File: config.mk
export PLATFORM = sky130hd
export DESIGN_NAME = difftest_commit_queue
export DESIGN_NICKNAME = d
export VERILOG_FILES = /design/src/rtl/difftest_commit_queue_pkg.sv /design/src/rtl/diff_fifo.sv /design/src/rtl/difftest_commit_queue.sv
export SDC_FILE = /design/constraint.sdc
export NUM_CORES = 1
export LEC_CHECK = 0
export CAP_MARGIN = 20
export CORE_ASPECT_RATIO = 0.5
export CORE_MARGIN = 2
export CORE_UTILIZATION = 46
export CTS_CLUSTER_DIAMETER = 40
export CTS_CLUSTER_SIZE = 8
export DETAILED_ROUTE_END_ITERATION = 16
export PLACE_DENSITY = 0.68
export SETUP_SLACK_MARGIN = 0.1
export SLEW_MARGIN = 20
export SYNTH_ARGS = -nofsm -noshare
export SYNTH_HDL_FRONTEND = slang
export SYNTH_SLANG_ARGS = --single-unit
File: constraint.sdc
create_clock -name clk -period 7.15 [get_ports clk]
set_input_delay 1.43 -clock clk [delete_from_list [all_inputs] [get_ports clk]]
set_output_delay 1.43 -clock clk [all_outputs]
set_load 0.05 [all_outputs]
File: src/rtl/difftest_commit_queue_pkg.sv
// rtl/difftest_commit_queue_pkg.sv - shared widths and pointer-size helper for the commit queue
package difftest_commit_queue_pkg;

    localparam int DIFF_DATA_WIDTH = 32;
    localparam int DIFF_SEQ_WIDTH  = 64;
    localparam int DIFF_DEPTH      = 4;

    // Pointer carries one extra wrap bit beyond the index so full and empty differ.
    function automatic int ptr_bits(input int depth);
        return $clog2(depth) + 1;
    endfunction

endpackage

File: src/rtl/diff_fifo.sv
// rtl/diff_fifo.sv - generic synchronous FIFO with wrap-bit pointers
module diff_fifo
    import difftest_commit_queue_pkg::*;
#(
    parameter int WIDTH = 8,
    parameter int DEPTH = 4
) (
    input  logic                       clk,
    input  logic                       rst_n,
    input  logic                       push_i,
    input  logic                       pop_i,
    input  logic [WIDTH-1:0]           wdata_i,
    output logic [WIDTH-1:0]           rdata_o,
    output logic                       full_o,
    output logic                       empty_o,
    output logic [ptr_bits(DEPTH)-1:0] count_o
);

    localparam int CW = ptr_bits(DEPTH);
    localparam int AW = CW - 1;

    logic [WIDTH-1:0] mem_q [DEPTH];
    logic [CW-1:0]    wr_ptr_q, wr_ptr_d;
    logic [CW-1:0]    rd_ptr_q, rd_ptr_d;
    logic             do_push, do_pop;

    assign count_o = wr_ptr_q - rd_ptr_q;
    assign full_o  = (count_o == CW'(DEPTH));
    assign empty_o = (count_o == '0);
    assign rdata_o = mem_q[rd_ptr_q[AW-1:0]];

    // A pop frees the slot a same-cycle push into a full FIFO needs.
    assign do_pop  = pop_i && !empty_o;
    assign do_push = push_i && (!full_o || do_pop);

    assign wr_ptr_d = do_push ? wr_ptr_q + 1'b1 : wr_ptr_q;
    assign rd_ptr_d = do_pop  ? rd_ptr_q + 1'b1 : rd_ptr_q;

    always_ff @(posedge clk or negedge rst_n) begin
        if (!rst_n) begin
            wr_ptr_q <= '0;
            rd_ptr_q <= '0;
        end else begin
            wr_ptr_q <= wr_ptr_d;
            rd_ptr_q <= rd_ptr_d;
        end
    end

    always_ff @(posedge clk) begin
        if (do_push) begin
            mem_q[wr_ptr_q[AW-1:0]] <= wdata_i;
        end
    end

endmodule

File: src/rtl/difftest_commit_queue.sv
// rtl/difftest_commit_queue.sv - sequence-tagged commit record queue with stall and overflow reporting
module difftest_commit_queue
    import difftest_commit_queue_pkg::*;
#(
    parameter int DATA_WIDTH = DIFF_DATA_WIDTH,
    parameter int DEPTH      = DIFF_DEPTH,
    parameter int SEQ_WIDTH  = DIFF_SEQ_WIDTH
) (
    input  logic                       clk,
    input  logic                       rst_n,
    input  logic                       diffen,
    input  logic [DATA_WIDTH-1:0]      diffPC,
    input  logic [DATA_WIDTH-1:0]      diffInstr,
    input  logic [DATA_WIDTH-1:0]      nextPC,
    output logic                       out_valid,
    input  logic                       out_ready,
    output logic [DATA_WIDTH-1:0]      out_pc,
    output logic [DATA_WIDTH-1:0]      out_instr,
    output logic [DATA_WIDTH-1:0]      out_next_pc,
    output logic [SEQ_WIDTH-1:0]       out_seq,
    output logic                       commit_stall,
    output logic                       overflow,
    output logic [SEQ_WIDTH-1:0]       commit_cnt,
    output logic [ptr_bits(DEPTH)-1:0] occupancy
);

    localparam int CW = ptr_bits(DEPTH);
    localparam int RW = 3 * DATA_WIDTH + SEQ_WIDTH;

    logic [SEQ_WIDTH-1:0] cnt_q, cnt_d;
    logic                 ovf_q, ovf_d;
    logic                 full, empty, pop, push_ok;
    logic [RW-1:0]        wdata, rdata;

    assign pop     = out_valid && out_ready;
    assign push_ok = diffen && (!full || pop);
    assign wdata   = {diffPC, diffInstr, nextPC, cnt_q};

    assign cnt_d = push_ok ? cnt_q + 1'b1 : cnt_q;
    assign ovf_d = ovf_q || (diffen && full && !pop);

    diff_fifo #(
        .WIDTH (RW),
        .DEPTH (DEPTH)
    ) u_fifo (
        .clk     (clk),
        .rst_n   (rst_n),
        .push_i  (push_ok),
        .pop_i   (pop),
        .wdata_i (wdata),
        .rdata_o (rdata),
        .full_o  (full),
        .empty_o (empty),
        .count_o (occupancy)
    );

    always_ff @(posedge clk or negedge rst_n) begin
        if (!rst_n) begin
            cnt_q <= '0;
            ovf_q <= 1'b0;
        end else begin
            cnt_q <= cnt_d;
            ovf_q <= ovf_d;
        end
    end

    assign out_valid    = !empty;
    assign commit_stall = (occupancy >= CW'(DEPTH - 1));
    assign overflow     = ovf_q;
    assign commit_cnt   = cnt_q;

    // Idle outputs read as zero rather than stale storage contents.
    assign {out_pc, out_instr, out_next_pc, out_seq} = out_valid ? rdata : '0;

endmodule

* Word-level counts from Yosys, hierarchy flattened
Memory sizes are Yosys's and may differ from the RTL's. Cells that the tools add are included.
Storage, ports and cells: bits of input ports 100, register bits 71, RAM bits 640, word-level logic and storage cells 27, output and inout bits 230, memories 1
Operators by class: reductions and logical operators 13, add/sub/neg operators 4, $lt $le $gt $ge 1, equality and inequality tests 1, muxes and demuxes 3
Memory list:
- u_fifo.mem_q | depth 4, bits a word 160, read ports 1, clocked after memory_dff 0, wr ports 1, line diff_fifo.sv:22 | logic [WIDTH-1:0] mem_q [DEPTH];
Operators with widths (count):
- 160-bit two-way mux | 1
- 64-bit by 1-bit adder with 64-bit output, second input constant | 1
- 3-bit by 1-bit adder with 3-bit output, second input constant | 2
- 1-bit logical AND | 6
- 3-bit == test, second input constant | 1
- 3-bit by 2-bit greater-or-equal comparator with 1-bit output, second input constant | 1
- 1-bit zero test | 3
- 3-bit zero test | 1
- 1-bit logical OR | 3
- 3-bit subtractor | 1
- 1-bit two-way mux | 2

* Longest topological paths before layout
depth after elaboration 9, gate-level depth with buffers 10, gate-level depth less buffers 9

* Modules after synthesis
From an unflattened synthesis, not the netlist that was laid out.
Unflattened totals: cells, all modules 1340, area, all modules 27719.1 µm²
Modules (own cells, without submodules):
- diff_fifo | cells an instance 879, times used 1, area each 23525.1 µm²
- difftest_commit_queue | cells an instance 461, times used 1, area each 4194.0 µm²

* Worst setup path before layout
OpenSTA, ideal clock, no wires.
path kind input port to flip-flop, from input port out_ready, to memory u_fifo.mem_q[3][0] in the netlist's numbering (enable), buffers on the path 0, stages 3, arrival time 5.526 ns, library setup time 0.541 ns, slack 1.082 ns, cells stage by stage nand3b_1 -> nand2b_2 -> and3_1
On the way: cells in the longest elaborated chain, start to end 6, elaborated cells on any way between the ends 8, classes of those cells 2 x mux; 6 x reduce/logical
Ends and longest elaborated chain:
- start: declaration | line difftest_commit_queue.sv:16 | input logic out_ready,
- 1-bit logical AND * | line difftest_commit_queue.sv:35 | assign pop = out_valid && out_ready;
- 1-bit logical OR or 1-bit logical AND (tied branches) | line difftest_commit_queue.sv:36, diff_fifo.sv:33
- 1-bit logical AND or 1-bit logical OR (tied branches) | line difftest_commit_queue.sv:36, diff_fifo.sv:34
- 1-bit logical AND * | line diff_fifo.sv:34 | assign do_push = push_i && (!full_o || do_pop);
- 1-bit two-way mux * | line diff_fifo.sv:50 | if (do_push) begin
- 1-bit two-way mux (not written as such) * | line diff_fifo.sv:51 | mem_q[wr_ptr_q[AW-1:0]] <= wdata_i;
- end: declaration | line diff_fifo.sv:22
Every way passes the cells marked *; elsewhere a longest branch is shown, timed or not.

* Final worst setup path
from register u_fifo.rd_ptr_q[0], to output port out_pc[17]
On the way: cells in the longest elaborated chain, start to end 3, elaborated cells on any way between the ends 4, classes of those cells 1 x add/sub; 1 x mux; 1 x reduce/logical; 1 x memory
Ends and longest elaborated chain:
- start: declaration | line diff_fifo.sv:24 | logic [CW-1:0] rd_ptr_q, rd_ptr_d;
- start signal: assignment | line diff_fifo.sv:45 | rd_ptr_q <= rd_ptr_d;
- 3-bit subtractor | line diff_fifo.sv:27 | assign count_o = wr_ptr_q - rd_ptr_q;
- 3-bit zero test | line diff_fifo.sv:29 | assign empty_o = (count_o == '0);
- 160-bit two-way mux * | line difftest_commit_queue.sv:73 | assign {out_pc, out_instr, out_next_pc, out_seq} = out_valid ? rdata : '0;
- end: declaration | line difftest_commit_queue.sv:17 | output logic [DATA_WIDTH-1:0] out_pc,
Marked as above.

==> flow_summary.ini <==
[synthesis]
synth_warnings = 0
synth_fa_ha_area_share_pct = 0.391
synth-seq-cells = 711
synthesis.nets = 1448
synth_cell_types = 41
synth-seq-area-share_pct = 76.2
synth_ff_type = edfxtp_1
synth_top_family_by_area = multiplexers
async_flop_share_pct = 9.99
synth.avg_cell_area_um2 = 20.6
netlist_area_mm2 = 0.0276
synth-simple-area-share_pct = 6.87
synth_mux_area_share_pct = 13.1
synth_edf_count = 640
synth_cells = 1340
synth_xor_area_share_pct = 2.22
synth-compound-area-share_pct = 0.145

[final_layout]
register_area_mm2 = 0.0210
syn2layout_area_growth_pct = 25.4
n_fill_cell = 4343
final_cells = 2583
multi_input_area_mm2 = 0.00629
final_net_count = 1832
drive_gt1_share_pct = 17.0

[global_routing]
grt_pass1_vias = 14200
grt_pass1_wl_mm = 87.5
grt.overflow.total = 0
grt_max_degree = 124
track_usage_pct = 19.0
antenna_found_initial = 3

[timing]
min_period_ns = 5.88
min_period_over_period_pct = 82.3
report.final.slew_viol_count = 0
finalHoldViolCount = 0
worst_slew_pin_slew_ns = 1.02
fin_hold_ws_ns = 0.478
final.setup.tns_ns = 0
clock_skew_ns = 0.0238
slew-limit-headroom_pct = 32.3
rsz0062_at_grt = false
setup_viol_count_final = 0
fmax_mhz = 170

[detailed_routing]
routed_wl_mm = 58.3
vias_per_cell = 5.25
vias = 13600
drtIter0Drc = 886
drc = 0
antenna_left = 0
dr.pass1.iters = 6
wl_per_cell_um = 22.6

[flow_run]
max-cap-violations = 0

[die]
core_mm2 = 0.0592
die_area_mm2 = 0.0620
std_cell_rows = 63
fp.dieH_um = 177
die_x_um = 350
ios = 330
start_util_pct = 46.5

[placed_design]
io_buffers = 329
place.gp.congestion = 0.739
dpl.cell_count = 2436
dpl.hpwl_mm = 34.5

[clock_tree]
cts.sink_count = 711
ctsHoldBuffers = 0
clk_pin_slew_ns = 0.05
clock-root-buffer = clkbuf_16
htreeDepth = 3
cts_tree = built
postCtsResizedCells = 0
post_cts_buffers = 0
cts_buffers = 98
clk_path_buf_depth = 3
clk_latency_ns = 0.61

[setup_path]
crit_path_start_kind = register
crit_fanout = 102
critical_path_class = register to output pin
required_ns = 5.72
cp-end-kind = output pin
worstPathArrival_ns = 4.45

[worst_hold_path]
hp-class = register to register

[status]
outcome = finished, final reports clean
metrics by stage:
stage	setup WS [ns]	utilization (%)	area [µm²]
after floorplan	1.08	-	27600
after global placement	1.86	53.7	31800
after detailed placement	1.82	53.7	31800
after CTS	1.13	58.3	34500
after global routing	0.974	58.4	34500
final	1.27	58.4	34500
cell families (layout without fill, tap and decap cells):
| kind of cell | count (synthesis) | in the layout |
|---|---|---|
| DFF | 711 | 711 |
| and+or+nand+nor | 318 | 318 |
| muxes | 161 | 161 |
| buffers and inverters | 69 | 497 |
| xor gates and xnor gates | 68 | 68 |
| adders and majority gates | 8 | 8 |
| AOI/OAI and AO/OA | 5 | 5 |
| other | 0 | 3 |
cell usage after synthesis (19+ instances only):
| cell type | count | area (µm²) |
|---|---|---|
| nor2_1 | 21 | 78.8 |
| buf_2 | 19 | 95.1 |
| edfxtp_1 | 640 | 19200 |
| nand4_1 | 22 | 138 |
| clkbuf_1 | 36 | 135 |
| dfrtp_1 | 71 | 1780 |
| nand3_1 | 20 | 100 |
| xor2_1 | 33 | 289 |
| nand2_1 | 33 | 124 |
| and2_1 | 161 | 1010 |
| xnor2_1 | 34 | 298 |
| mux4_2 | 160 | 3600 |
registers in the layout, indices dropped and copies added (netlist names):
| signal | cells |
|---|---|
| u_fifo.mem_q | 640 |
| commit_cnt | 64 |
| u_fifo.rd_ptr_q | 3 |
| u_fifo.wr_ptr_q | 3 |
| overflow | 1 |
critical path: stages (launching register included):
cell	delay [ns]
dfrtp_4	0.76
ha_1	0.35
fa_1	0.37
xnor3_2	0.32
nand3_4	0.56
buf_12	0.47
and2_1	0.21
clkdlybuf4s50_1	0.71
layout by cell type (no fill, tap or decap), drive strengths merged, types with 2 or more instances in the layout:
master         Yosys  final
and2             161    161
diode              0      3
inv               11     11
ha                 7      7
nor2              21     21
nand4             23     23
buf               22     14
edfxtp           640    640
or2                3      3
o21ai              2      2
clkdlybuf4s50      0    328
nand3             23     23
clkbuf            36    143
xnor2             34     34
mux4             160    160
and3              15     15
nor4              15     15
nand2             34     34
nor3              16     16
dfrtp             71     71
and4               2      2
xor2              33     33
worst paths after layout:
kind	endpoint	from	slack, ns	cells after the start
max	out_pc[17]	u_fifo.rd_ptr_q[0]	1.27	7
min	u_fifo.wr_ptr_q[2]	u_fifo.wr_ptr_q[2]	0.48	1
max reg2reg	u_fifo.mem_q[3][42]	u_fifo.rd_ptr_q[0]	3.05	6
min reg2reg	u_fifo.wr_ptr_q[2]	u_fifo.wr_ptr_q[2]	0.48	1
max in group asynchronous	u_fifo.rd_ptr_q[1]	rst_n	5.44	1
min in group asynchronous	commit_cnt[17]	rst_n	0.96	1
area by class of cell:
cell class	instances	share of cell area, %
diodes	3	0.0217
clock buffers	143	7.83
clock inverters	1	0.0471
repair buffers	342	10.0
multi-input cells	560	18.2
flip-flops and latches	711	60.8
well taps	812	2.94
inverters	11	0.120
layer usage:
metal	part of all wire, %	track usage (%)	vias to the layer above	wire length (µm)
met5	0	0	-	0
met4	2.4	6.21	0	1410
met3	3.0	3.23	98	1770
met2	54	33.4	232	31300
met1	41	24.2	7119	23800
li1	-	-	6110	-
Power is left out: the tool's default activity adds up to more than one toggle a clock period on the data nets, which glitch-free logic cannot reach.
